**src/rtl/regfile_operand_fetch.sv**
```systemverilog
// regfile_operand_fetch: operand fetch from a 2R/1W register file with writeback forwarding.
// Optional REGFILE_ZERO_REG_EN makes register 0 read as zero and ignore writes.
`default_nettype none

module regfile_operand_fetch #(
    parameter int DATA_W = 32,
    parameter int ADDR_W = 5,
    parameter int TAG_W  = 5
) (
    input  logic              clk,
    input  logic              rst,
    input  logic              req_valid,
    output logic              req_ready,
    input  logic [ADDR_W-1:0] req_rs1,
    input  logic [ADDR_W-1:0] req_rs2,
    input  logic [TAG_W-1:0]  req_tag,
    output logic              op_valid,
    input  logic              op_ready,
    output logic [DATA_W-1:0] op_rs1_data,
    output logic [DATA_W-1:0] op_rs2_data,
    output logic [TAG_W-1:0]  op_tag,
    input  logic              wb_valid,
    input  logic [ADDR_W-1:0] wb_addr,
    input  logic [DATA_W-1:0] wb_data,
    output logic              read_en,
    output logic [ADDR_W-1:0] rs1_addr,
    output logic [ADDR_W-1:0] rs2_addr,
    input  logic [DATA_W-1:0] rs1_data,
    input  logic [DATA_W-1:0] rs2_data,
    output logic              write_en,
    output logic [ADDR_W-1:0] write_addr,
    output logic [DATA_W-1:0] write_data
);

`ifdef REGFILE_ZERO_REG_EN
    localparam bit ZERO_EN = 1'b1;
`else
    localparam bit ZERO_EN = 1'b0;
`endif

    localparam logic [1:0] S_IDLE = 2'd0;
    localparam logic [1:0] S_RD   = 2'd1;
    localparam logic [1:0] S_CAP  = 2'd2;
    localparam logic [1:0] S_OUT  = 2'd3;

    logic [1:0]        state_q, state_d;
    logic [ADDR_W-1:0] rs1_q, rs1_d, rs2_q, rs2_d;
    logic [TAG_W-1:0]  tag_q, tag_d;
    logic [DATA_W-1:0] op1_q, op1_d, op2_q, op2_d;
    logic              fwd1_q, fwd1_d, fwd2_q, fwd2_d;
    logic              wen_q;
    logic [ADDR_W-1:0] waddr_q;
    logic [DATA_W-1:0] wdata_q;

    logic              accept;
    logic [ADDR_W-1:0] cmp1, cmp2;
    logic              hit1, hit2, wb_ok;

    assign accept = (state_q == S_IDLE) && req_valid && !rst;

    // During the accept cycle the addresses are not latched yet, so compare against the request.
    assign cmp1  = (state_q == S_IDLE) ? req_rs1 : rs1_q;
    assign cmp2  = (state_q == S_IDLE) ? req_rs2 : rs2_q;
    assign hit1  = wb_valid && (wb_addr == cmp1) && !(ZERO_EN && (cmp1 == '0));
    assign hit2  = wb_valid && (wb_addr == cmp2) && !(ZERO_EN && (cmp2 == '0));
    assign wb_ok = wb_valid && !(ZERO_EN && (wb_addr == '0));

    always_comb begin
        state_d = state_q;
        rs1_d   = rs1_q;
        rs2_d   = rs2_q;
        tag_d   = tag_q;
        op1_d   = op1_q;
        op2_d   = op2_q;
        fwd1_d  = fwd1_q;
        fwd2_d  = fwd2_q;
        case (state_q)
            S_IDLE: begin
                if (accept) begin
                    rs1_d   = req_rs1;
                    rs2_d   = req_rs2;
                    tag_d   = req_tag;
                    fwd1_d  = hit1;
                    fwd2_d  = hit2;
                    op1_d   = hit1 ? wb_data : op1_q;
                    op2_d   = hit2 ? wb_data : op2_q;
                    state_d = S_RD;
                end
            end
            S_RD: begin
                if (hit1) begin
                    fwd1_d = 1'b1;
                    op1_d  = wb_data;
                end
                if (hit2) begin
                    fwd2_d = 1'b1;
                    op2_d  = wb_data;
                end
                state_d = S_CAP;
            end
            S_CAP: begin
                // Priority: same-cycle writeback, then earlier forward, then regfile data.
                op1_d = hit1 ? wb_data : (fwd1_q ? op1_q : rs1_data);
                op2_d = hit2 ? wb_data : (fwd2_q ? op2_q : rs2_data);
                if (ZERO_EN && (rs1_q == '0)) op1_d = '0;
                if (ZERO_EN && (rs2_q == '0)) op2_d = '0;
                state_d = S_OUT;
            end
            default: begin
                if (hit1) op1_d = wb_data;
                if (hit2) op2_d = wb_data;
                if (op_ready) state_d = S_IDLE;
            end
        endcase
    end

    always_ff @(posedge clk) begin
        if (rst) begin
            state_q <= S_IDLE;
            rs1_q   <= '0;
            rs2_q   <= '0;
            tag_q   <= '0;
            op1_q   <= '0;
            op2_q   <= '0;
            fwd1_q  <= 1'b0;
            fwd2_q  <= 1'b0;
            wen_q   <= 1'b0;
            waddr_q <= '0;
            wdata_q <= '0;
        end else begin
            state_q <= state_d;
            rs1_q   <= rs1_d;
            rs2_q   <= rs2_d;
            tag_q   <= tag_d;
            op1_q   <= op1_d;
            op2_q   <= op2_d;
            fwd1_q  <= fwd1_d;
            fwd2_q  <= fwd2_d;
            wen_q   <= wb_ok;
            waddr_q <= wb_addr;
            wdata_q <= wb_data;
        end
    end

    assign req_ready   = (state_q == S_IDLE) && !rst;
    assign read_en     = (state_q == S_RD);
    assign rs1_addr    = rs1_q;
    assign rs2_addr    = rs2_q;
    assign op_valid    = (state_q == S_OUT);
    assign op_rs1_data = op1_q;
    assign op_rs2_data = op2_q;
    assign op_tag      = tag_q;
    assign write_en    = wen_q;
    assign write_addr  = waddr_q;
    assign write_data  = wdata_q;

endmodule

`default_nettype wire
```
**config.mk**
```make
export PLATFORM = sky130hd
export DESIGN_NAME = regfile_operand_fetch
export DESIGN_NICKNAME = d
export VERILOG_FILES = /design/src/rtl/regfile_operand_fetch.sv
export SDC_FILE = /design/constraint.sdc
export NUM_CORES = 1
export LEC_CHECK = 0
export BUFFER_PORTS_ARGS = -buffer_cell sky130_fd_sc_hd__buf_2
export CORE_UTILIZATION = 31
export CTS_CLUSTER_SIZE = 8
export DETAILED_ROUTE_END_ITERATION = 8
export HOLD_SLACK_MARGIN = 0.02
export SYNTH_ARGS = -nofsm -noshare
export SYNTH_HDL_FRONTEND = slang
export SYNTH_SLANG_ARGS = --single-unit
```
**constraint.sdc**
```tcl
create_clock -name clk -period 2.7 [get_ports clk]
set_clock_uncertainty 0.15 [all_clocks]
set_input_delay 0.27 -clock clk [delete_from_list [all_inputs] [get_ports clk]]
set_output_delay 0.27 -clock clk [all_outputs]
set_load 0.01 [all_outputs]
```
-- Word level (Yosys, flattened, before mapping)
Cells that the tools add are included.
Widths: inputs -> output; s select.
- bits of input ports: 121
- RAM bits: 0
- register bits after elaboration: 121
- bits in read-only memories: 0
- memories: 0
- output and inout bits: 120
- latch bits: 0
- shifts and indexed selects: 0
- equality and inequality tests: 10
- mux-type cells: 21
- $lt $le $gt $ge: 0
- bitwise logic cells: 0
- add/subtract/negate cells: 0
- multiply operators: 0
- reduce and logical (&&, ||, !) cells: 15
- div/mod/pow operators: 0
- operator list (operator ; count):
    $mux 32 ; 8
    $pmux 32 s2 ; 2
    $eq 5x5->1 ; 2
    $mux 5 ; 2
    $reduce_and 2->1 ; 4
    $ne 3x3->1 const B ; 2
    $pmux 2 s3 ; 1
    $reduce_and 3->1 ; 2
    $logic_and 1x1->1 ; 5
    $eq 2x2->1 const B ; 2
    $mux 1 ; 4
    $mux 2 ; 2
    $ne 2x1->1 const B ; 2
    $pmux 1 s2 ; 2
    $reduce_bool 4->1 ; 1
    $eq 2x1->1 const B ; 1
    $logic_not 2->1 ; 1
    $ne 2x2->1 const B ; 1
    $reduce_bool 2->1 ; 1
    $logic_not 1->1 ; 1

-- Logic depth before layout (Yosys ltp)
Gate-level depths: netlist (run 1).
- depth in word-level cells: 7
- mapped depth: 10

-- Least setup slack after synthesis (run 1)
Ideal clock, no wire load.
- kind: flip-flop to flip-flop
- start: register state_q[0]
- end: register op2_q[10], in the netlist op_rs2_data[10]
- buffers on the path: 3
- library setup time: 0.119 ns
- path slack: 0.324 ns
- arrival time: 2.107 ns
- cell stages (with the launch flop): 11
- required time: 2.431 ns
- path through: dfxtp_1 inv_1 ha_1 buf_6 buf_6 mux2i_1 xnor2_1 nor4_4 a311o_2 buf_6 o221a_1
- word-level cells in the longest chain between the ends: 7
- elaborated cells between the ends (all ways): 14
- those cells by class: 4 x eq/ne; 5 x mux; 5 x reduce/logical
- ends and longest elaborated chain (what ; RTL line ; text):
    start: declaration ; 46 ; logic [1:0] state_q, state_d;
    start signal: assignment ; 131 ; state_q <= state_d;
    $logic_not 2->1 ; 59, 63, 77 ;
    $mux 5 ; 63 ; assign cmp2 = (state_q == S_IDLE) ? req_rs2 : rs2_q;
    $eq 5x5->1 ; 65 ; assign hit2 = wb_valid && (wb_addr == cmp2) && !(ZERO_EN && (cmp2 == '0));
    $logic_and 1x1->1 ; 65 ;
    $mux 32 (2 in a row) ; n/a ;
    $pmux 32 s2 ; 77 ; case (state_q)
    end signal: assignment ; 136 ; op2_q <= op2_d;
    end: declaration ; 49 ; logic [DATA_W-1:0] op1_q, op1_d, op2_q, op2_d;
Parallel ways exist; a longest one is shown, timed or not. The select of a mux whose other input is x is not followed.
A chain may end at the register's enable or synchronous reset.

-- Final worst setup path (run 1)
- start: register state_q[0]
- end: register op1_q[29], in the netlist op_rs1_data[29]
- word-level cells in the longest chain between the ends: 7
- elaborated cells between the ends (all ways): 14
- those cells by class: 4 x eq/ne; 5 x mux; 5 x reduce/logical
- ends and longest elaborated chain (what ; RTL line ; text):
    $logic_not 2->1 ; 59, 62, 77 ;
    $mux 5 ; 62 ; assign cmp1 = (state_q == S_IDLE) ? req_rs1 : rs1_q;
    $eq 5x5->1 ; 64 ; assign hit1 = wb_valid && (wb_addr == cmp1) && !(ZERO_EN && (cmp1 == '0));
    $logic_and 1x1->1 ; 64 ;
    $mux 32 (2 in a row) ; n/a ;
    $pmux 32 s2 ; 77 ;
    end signal: assignment ; 135 ; op1_q <= op1_d;
    end: declaration ; 49 ;
Parallel ways exist; a longest one is shown, timed or not. The select of a mux whose other input is x is not followed.

==> results of run 1 <==
## synthesized netlist by cell type
cell	instances
o21ai_1	2
nor4_1	2
o21bai_1	1
a32oi_1	2
nor2_1	34
or3_1	1
nor2b_1	41
buf_6	5
xor2_1	2
nand2b_1	15
ha_1	4
a31oi_1	64
buf_2	1
or2_1	1
buf_4	9
nand2_1	15
nor3_1	6
o2bb2ai_1	2
mux2i_1	12
a311o_1	1
dfxtp_1	121
o221a_1	64
inv_2	1
a311o_2	1
clkbuf_1	31
o21ai_0	15
a21oi_1	1
nor4_4	2
xnor2_1	8
inv_1	3
## placed cells by master (no fill, tap or decap), types with 8 or more instances in the layout
cell type,count
a31oi_1,64
nand2_1,15
clkbuf_16,17
nand2b_1,15
o21ai_0,15
dlygate4sd3_1,114
buf_4,23
buf_2,240
nor2b_1,39
nor2_1,34
o221a_1,64
xnor2_1,8
dfxtp_1,121
mux2i_1,10
## report_power, final
part           switching [mW]  internal (mW)  leakage (nW)
Combinational           0.709          0.589          2.45
Clock                   0.815           1.26         0.266
Sequential             0.0829           1.93         0.991
## worst max path at each step
stage,cells past startpoint,startpoint,slack [ns],to
5_1_grt,9,state_q[0],-0.02,op_rs1_data[10]
2_1_floorplan,10,state_q[0],0.32,op_rs2_data[10]
3_5_place_dp,9,state_q[0],-0.09,op_rs1_data[29]
6_report,10,state_q[0],0.08,op_rs1_data[29]
4_1_cts,9,state_q[0],0.02,op_rs1_data[7]
3_3_place_gp,9,state_q[0],0.02,op_rs1_data[20]
## sequential cells by signal (all words and copies together) (netlist names)
| signal | flops |
|---|---|
| op_rs1_data | 32 |
| op_rs2_data | 32 |
| write_data | 32 |
| op_tag | 5 |
| rs1_addr | 5 |
| rs2_addr | 5 |
| write_addr | 5 |
| state_q | 2 |
| fwd1_q | 1 |
| fwd2_q | 1 |
| write_en | 1 |
## final cells by class
cell class                 instances  area [um2]
clock buffer                      24         492
clock inverter                     8        45.0
fill                            1321        6960
inverter                           4        15.0
multi-input combinational        303        2450
sequential                       121        2420
tap                              211         264
timing repair buffer             383        2610
## routing by layer
layer	global-route usage (%)	part of all wire, %	vias up
li1	-	-	2518
met1	29.4	42	2628
met2	40.5	48	308
met3	5.36	6.7	53
met4	8.75	3.1	0
met5	0	0	-
## cells by family (layout without fill, tap and decap cells)
group                      after synthesis  after routing  synth area share [%]
AOI/OAI and AO/OA                      153            160                  26.3
xor gates and xnor gates                10             10                  1.81
adders and majority gates                4              4                  1.03
buffers and inverters                   50            419                  5.37
DFF                                    121            121                  50.0
muxes                                   12             12                  2.48
and+or+nand+nor                        117            117                  13.0
## what timing repair did
item | CTS | global route
gates cloned | 4 | 4
resized for setup | 11 | 8
buffers inserted | 4 | 8
hold buffers | 114 | 0
endpoints found under the setup margin | 65 | 65
pin swaps | 4 | 5
endpoints found under the hold margin | 114 | 0
==> summary.md, run 1 <==
| Metric | Value |
|---|---|
| Worst path bufs/invs | `4` |
| Slew HR | `a little over half` |
| Post-route cell area | `approximately 0.0083 mm2` |
| Routed len/inst | `between 15 and 20 um` |
| Pleak | `between 3 and 4 nW` |
| Synthesized flop and latch total | `approximately 120` |
| CTS Sinks | `121` |
| Detailed placement HPWL | `roughly 12000 um` |
| Rows | `45` |
| Dpl cells | `~900` |
| Share of cells above drive strength 1 | `38.2%` |
| Cell count after synthesis | `approximately 470` |
| Worst setup SP type | `flip-flop` |
| Final hold slack | `between 0.03 and 0.04 ns` |
| Remaining DRCs | `0` |
| Worst path required time | `around 2.9 ns` |
| Family with the most delay on the worst path | `buffers and inverters` |
| Syn nets | `roughly 590` |
| Register area share after synthesis | `about 50%` |
| Ports | `~240` |
| HP Start | `wb_addr[4]` |
| Starting DRT DRC Count | `about 340` |
| Largest net degree at the start of global routing | `64` |
| Largest stage delay on the critical path | `about 0.45 ns` |
| Period Utilization, post-route | `97.0%` |
| Min-Delay Path Class | `input port to flip-flop` |
| Worst R2R Path Depth | `10` |
| Vias per cell | `between 5 and 6` |
| Max Freq | `around 380 MHz` |
| Largest cells by area after synthesis | `dfxtp_1 50%, o221a_1 15%, a31oi_1 8.3%` |
| Nets | `approximately 960` |
| Gpl congestion | `0.830` |
| Crit Path Max Fanout | `20` |
| Slowest CP cell | `nor4_4` |
| Result of the run | `finished clean` |
| Die X | `around 130 um` |
| RR Startpoint | `state_q[0]` |
| Total chip power | `approximately 5.4 mW` |
| Max Cap Violations | `0` |
| First-pass GRT wire length | `between 20000 and 30000 um` |
| Routed wire length | `20100 um` |
| Clock Tree Buf Depth | `2` |
| Critical Path End Type | `flip-flop` |
| GR Util All Layers | `23.8%` |
| Starting Density | `between 30% and 40%` |
| Final std cells w/o fill | `1054` |
| Initial antenna violation count | `0` |
| Yosys warnings | `0` |
| Die height | `between 100 and 150 um` |
| Power Dens Cells | `around 650 mW/mm2` |
| Worst slew pin tran | `0.677 ns` |
| Hold endpoint | `write_addr[4]` |
| Port-buffer cells | `between 200 and 250` |
| Yosys top cell area share | `between 40% and 50%` |
| Via count | `5507` |
| Final setup viols | `0` |
| Synth Cell Area | `0.00485 mm2` |
| Setup TNS Final | `0 ns` |
| DRT antenna net count | `0` |
| Final slew viol count | `0` |
| Crit path DAT | `~2.8 ns` |
| Final worst-path setup slack | `0.0807 ns` |
| Die area | `0.0161 mm2` |
| Area Growth Syn to Fin | `71.2%` |
| CTS tree | `done` |
| Crit-path cells | `inv_1 -> ha_4 -> buf_12 -> mux2i_1 -> xnor2_1 -> nor4_4 -> buf_4 -> buf_4 -> a31oi_1 -> o221a_1` |
| Post-Syn Area per Cell | `about 10 um2` |
| Placed inst area | `about 0.0063 mm2` |
| CTS H-tree lvls | `4` |
| Vias in the first global route | `5492` |
| Core area | `0.0153 mm2` |
| Overflow after GRT | `0` |
| Fin. Hold Viols | `0` |
| R2r endpoint | `op_rs1_data[29]` |
| Area leader, netlist | `dfxtp_1` |
| Setup CP Type | `flip-flop to flip-flop` |
| Root Driver | `clkbuf_16` |
| Worst VDD drop | `~0.42 mV` |
| Placement Setup Slack | `-0.0929 ns` |
| Synth unique cells | `30` |
| Worst hold path cell count | `2` |
| Clock transition at path regs | `0.05 ns` |
| Most frequent CP cell | `buf_4` |
| Cts bufs inserted | `17` |
| Post-route core utilization | `between 50% and 60%` |
| Minimum clock period | `between 2 and 3 ns` |
| Clock Latency Late Sink | `slightly above 0.4 ns` |
| Reg2reg setup slack | `a little over 0.08 ns` |
| Drt first pass iters | `6` |
| Diode count | `0` |
Power figures use the tool's default switching activity.
==> run 2, diff against run 1 <==
CORE_UTILIZATION = 46   (was 31)
PLACE_DENSITY = 0.8   (was unset)
==> summary.md, run 2 (same netlist as run 1, synthesis figures left out) <==
| Metric | Value |
|---|---|
| Result of the run | `finished clean` |
| Final worst-path setup slack | `around 0.1 ns` |
| Slew HR | `between 20% and 30%` |
| Crit path DAT | `2.92 ns` |
| CTS Sinks | `between 100 and 150` |
| First-pass GRT wire length | `28200 um` |
| Int Pwr | `3.81 mW` |
| CTS tree | `done` |
| GR Util All Layers | `33.4%` |
| Vias per cell | `between 5 and 6` |
| Crit Path Max Fanout | `37` |
| Setup CP Type | `flip-flop to flip-flop` |
| Fillcell total | `about 640` |
| Critical Path End Type | `flip-flop` |
| Met2 GRT Util | `~58%` |
| Most frequent cells in the layout | `239 x buf_2, 121 x dfxtp_1, 118 x dlygate4sd3_1` |
| Routed wire length | `19100 um` |
| Gpl congestion | `around 0.86` |
| Overflow after GRT | `0` |
| Fin. Hold Viols | `0` |
| Largest stage delay on the critical path | `0.37 ns` |
| Clock share of power | `38.6%` |
| Final slew viol count | `0` |
| GR Layer Usage met3 | `6.92%` |
| Nets | `about 950` |
| Clock Tree Buf Depth | `2` |
| DRT antenna net count | `0` |
| Initial antenna violation count | `0` |
| Setup crit start | `state_q[0]` |
| Sw Share | `about 29%` |
| Pleak | `3.69 nW` |
| Final hold slack | `a little over 0.08 ns` |
| RR Startpoint | `state_q[0]` |
| Max Cap Violations | `0` |
| Ports | `241` |
| Final setup viols | `0` |
| Starting Density | `47.2%` |
| Clock transition at path regs | `roughly 0.060 ns` |
| Rows | `37` |
| Worst path required time | `just over 3 ns` |
| Power Dens Cells | `652 mW/mm2` |
| Gr busiest metal | `met2` |
| Max Freq | `a little under 400 MHz` |
| Multi-input logic area | `roughly 0.0024 mm2` |
| Gate power share | `between 20% and 30%` |
| Die area | `around 0.011 mm2` |
| Slowest CP cell | `nor4_4` |
| CTS H-tree lvls | `4` |
| Sw Pwr | `around 1.5 mW` |
| Most frequent CP cell | `buf_12` |
| Commonest non-fill, non-tap cell in the layout | `buf_2` |
| Area Growth Syn to Fin | `68.9%` |
| Detailed placement HPWL | `9990 um` |
| Drt first pass iters | `5` |
| Period Utilization, post-route | `96.3%` |
| GR Util met1 | `about 37%` |
| Total chip power | `about 5.3 mW` |
| Port-buffer cells | `between 200 and 250` |
| Dpl cells | `around 800` |
| Routed len/inst | `between 15 and 20 um` |
| Minimum clock period | `around 2.6 ns` |
| Die height | `105 um` |
| Crit-path cells | `inv_1 -> ha_1 -> buf_12 -> mux2i_1 -> xnor2_1 -> nor4_4 -> buf_12 -> o2bb2ai_2 -> o221a_1` |
| Via count | `about 5500` |
| Root Driver | `clkbuf_8` |
| Worst setup SP type | `flip-flop` |
| Register area | `~0.0024 mm2` |
| Seq pwr share | `37.7%` |
| Die X | `roughly 100 um` |
| Share of cells above drive strength 1 | `between 30% and 40%` |
| Worst VDD drop | `~0.42 mV` |
| Starting DRT DRC Count | `366` |
| Worst R2R Path Depth | `9` |
| Setup TNS Final | `0 ns` |
| Final std cells w/o fill | `974` |
| RSZ-0062 raised after global routing | `yes` |
| Remaining DRCs | `0` |
| Min-Delay Path Class | `input port to flip-flop` |
| R2r endpoint | `op_rs2_data[0]` |
| Largest net degree at the start of global routing | `123` |
| Cts bufs inserted | `17` |
| Crit path to | `op_rs2_data[0]` |
| Clock Latency Late Sink | `roughly 0.53 ns` |
| Worst slew pin tran | `between 1 and 1.5 ns` |
| Core area | `0.0103 mm2` |
| Placement Setup Slack | `-0.137 ns` |
| Reg2reg setup slack | `roughly 0.10 ns` |
| Vias in the first global route | `about 5500` |
## run 2: cell types whose count changed in the layout (fill, tap and decap cells not counted), moves of 2 or more
cell and change:
buf_4 -8, buf_12 +4, dlygate4sd3_1 +4, clkinv_2 -4, clkinvlp_4 -2, clkbuf_1 +2
## run 2: timing repair
action,CTS,global route
pin swaps,3,6
setup endpoints to repair,64,65
hold buffers,118,0
gates cloned,3,3
endpoints found under the hold margin,120,0
resized for setup,8,9
buffers inserted,0,11
## run 2: metrics by stage
step / cell area [um2] / utilization, %
6_report: 8190 / 79.7
5_1_grt: 8190 / 79.7
4_1_cts: 7960 / 77.5
3_5_place_dp: 6170 / 60.0
3_3_place_gp: 6170 / 60.0
2_1_floorplan: 4850 / -
## run 2: area by class of cell
| type | instances | area share, % |
|---|---|---|
| Timing Repair Buffer | 381 | 32.4 |
| Sequential cell | 121 | 29.6 |
| Multi-Input combinational cell | 302 | 29.3 |
| Clock buffer | 26 | 5.96 |
| Tap cell | 136 | 2.08 |
| Clock inverter | 3 | 0.489 |
| Inverter | 4 | 0.183 |
| Antenna cell | 1 | 0.0306 |
## run 2: how the worst min path moves through the flow
stage | startpoint | endpoint | depth (start not counted)
floorplan | req_tag[0] | op_tag[0] | 2
global placement | op_tag[2] | op_tag[2] | 2
detailed placement | op_tag[4] | op_tag[4] | 2
CTS | op_ready | state_q[1] | 5
global route | op_ready | state_q[0] | 5
finish | op_ready | state_q[1] | 5
## run 2: layer usage
metal / wire length, um / up-vias
met2: 9470 / 346
li1: - / 2505
met4: 854 / 0
met5: 0 / -
met1: 7310 / 2568
met3: 1450 / 74
## run 2: critical path, delay by kind of cell, from the launching register on
family	cells	cell delay (ns)
compound gates	2	0.58
xor+xnor	1	0.14
fa+ha+maj	1	0.20
buf+inv	3	0.53
flops	1	0.33
mux	1	0.24
simple gates	1	0.37
## run 2: power by group through the flow
stage	clock network (mW)	logic, mW	registers, mW
final	2.06	1.27	2.02
after global routing	2.15	1.35	2.03
after CTS	2.06	1.16	2.01
after detailed placement	0	0.994	2.04
after global placement	0	0.969	2.04
after floorplan	0	0.528	2.10
==> run 3, diff against run 2 <==
BUFFER_PORTS_ARGS = -buffer_cell sky130_fd_sc_hd__buf_4   (was -buffer_cell sky130_fd_sc_hd__buf_2)
==> summary.md, run 3 (same netlist as run 1, synthesis figures left out) <==
| Metric | Value |
|---|---|
| Final hold slack | `between 0.09 and 0.1 ns` |
| Clock transition at path regs | `0.06 ns` |
| Rows | `37` |
| Commonest non-fill, non-tap cell in the layout | `buf_4` |
| Most frequent cells in the layout | `253 x buf_4, 119 x dfxtp_1, 118 x dlygate4sd3_1` |
| Slew HR | `54.6%` |
| Ports | `around 240` |
| Critical Path End Type | `flip-flop` |
| Via count | `around 5600` |
| Reg2reg setup slack | `0.003 ns` |
| CTS tree | `done` |
| Port-buffer cells | `240` |
| WL met2 | `between 10000 and 15000 um` |
| Worst path required time | `2.96 ns` |
| First-pass GRT wire length | `between 30000 and 40000 um` |
| HP Start | `op_ready` |
| Worst VDD drop | `0.424 mV` |
| Final setup viols | `0` |
| Period Utilization, post-route | `99.9%` |
| Minimum clock period | `2.70 ns` |
| Vias in the first global route | `around 5700` |
| Clock Tree Buf Depth | `2` |
| Detailed placement HPWL | `around 11000 um` |
| Drt first pass iters | `7` |
| Vias per cell | `~5.8` |
| CTS Sinks | `121` |
| Highest Signal Layer | `met4` |
| Die height | `roughly 100 um` |
| Worst hold path cell count | `5` |
| CTS H-tree lvls | `4` |
| Worst slew pin tran | `around 0.68 ns` |
| RR Startpoint | `state_q[0]` |
| Crit path DAT | `a little under 3 ns` |
| Starting DRT DRC Count | `364` |
| Clock Latency Late Sink | `0.52 ns` |
| Root Driver | `clkbuf_8` |
| Placement Setup Slack | `-0.151 ns` |
| Max Cap Violations | `0` |
| Metal-1 WL | `7660 um` |
| R2r endpoint | `op_rs1_data[5]` |
| Max Freq | `roughly 370 MHz` |
| Die area | `0.0110 mm2` |
| Crit Path Max Fanout | `15` |
| Setup CP Type | `flip-flop to flip-flop` |
| Power Dens Cells | `roughly 640 mW/mm2` |
| DRT antenna net count | `0` |
| Area Growth Syn to Fin | `81.6%` |
| Gpl congestion | `0.815` |
| Cts bufs inserted | `17` |
| Min-Delay Path Class | `input port to flip-flop` |
| Die X | `between 100 and 150 um` |
| GR Util All Layers | `35.6%` |
| Routed wire length on met3 | `1410 um` |
| Hold endpoint | `state_q[1]` |
| Nets | `950` |
| RSZ-0062 raised after global routing | `yes` |
| Starting Density | `about 47%` |
| Routed wire length | `a little over 20000 um` |
| Largest net degree at the start of global routing | `70` |
| Final worst-path setup slack | `between 0.003 and 0.004 ns` |
| Share of cells above drive strength 1 | `a little under two fifths` |
| Worst R2R Path Depth | `10` |
| Remaining DRCs | `0` |
| Pleak | `between 3 and 4 nW` |
| Initial antenna violation count | `2` |
| Result of the run | `finished clean` |
| Final slew viol count | `0` |
| Routed len/inst | `20.9 um` |
| Overflow after GRT | `0` |
| Fin. Hold Viols | `0` |
| Core area | `approximately 0.01 mm2` |
| Worst setup SP type | `flip-flop` |
| Total chip power | `around 5.6 mW` |
run 3: changes by cell type in the layout (fill, tap and decap cells not counted), sizes merged:
| cell | previous run | this run |
|---|---|---|
| o2bb2ai | 6 | 4 |
| clkinv | 2 | 5 |
| inv | 4 | 5 |
| buf | 263 | 262 |
| clkinvlp | 0 | 6 |
| bufinv | 1 | 2 |
| clkbuf | 26 | 19 |
| diode | 1 | 3 |
run 3: where the power goes:
| part | switching [mW] | internal [mW] | leakage [nW] | total [mW] |
|---|---|---|---|---|
| Combinational | 0.711 | 0.701 | 2.53 | 1.41 |
| Sequential | 0.0941 | 1.93 | 0.991 | 2.03 |
| Clock | 0.869 | 1.34 | 0.265 | 2.21 |
run 3: worst max path at each step:
stage,from,endpoint,slack [ns],cells past startpoint
final,state_q[0],op_rs1_data[5],0.003,10
after global placement,state_q[0],op_rs1_data[5],0.007,9
after detailed placement,state_q[0],op_rs2_data[3],-0.15,9
after floorplan,state_q[0],op_rs2_data[10],0.32,10
after CTS,state_q[0],op_rs2_data[22],-0.008,8
after global routing,state_q[0],op_rs2_data[22],-0.04,9
run 3: routing by layer:
layer,vias up,GRT usage (%)
met5,-,0
met4,0,19.6
met2,360,63.5
li1,2500,-
met1,2697,38.6
met3,83,8.61
run 3: worst max-delay path, cell delays in order, from the launching register on:
cell	delay, ns
dfxtp_2	0.33
inv_1	0.09
ha_1	0.21
buf_12	0.17
mux2i_1	0.30
xnor2_1	0.23
nor4_4	0.09
buf_4	0.16
a311o_2	0.40
buf_4	0.19
o221a_1	0.27
run 3: repair_timing:
item / CTS / global route
hold buffers: 118 / 0
endpoints found under the setup margin: 64 / 65
cloned: 2 / 3
endpoints found under the hold margin: 120 / 0
pin swaps: 7 / 16
gates resized for setup: 6 / 14
setup buffers: 0 / 9
run 3: area by class of cell:
type	count	area (um2)
Timing Repair Buffer	381	3250
Sequential cell	121	2420
Multi-Input combinational cell	300	2360
Fill cell	523	1470
Clock buffer	18	428
Tap cell	136	170
Clock inverter	14	150
Inverter	4	15.0
Antenna cell	3	7.51
run 3: through the flow:
step / setup TNS [ns] / cells / instance area (um2) / utilization (%)
floorplan: 0 / 467 / 4850 / -
detailed placement: -6.05 / 810 / 6780 / 65.9
finish: 0 / 977 / 8800 / 85.7
global placement: 0 / 810 / 6780 / 65.9
CTS: -0.00819 / 962 / 8600 / 83.7
global route: -0.544 / 976 / 8800 / 85.6
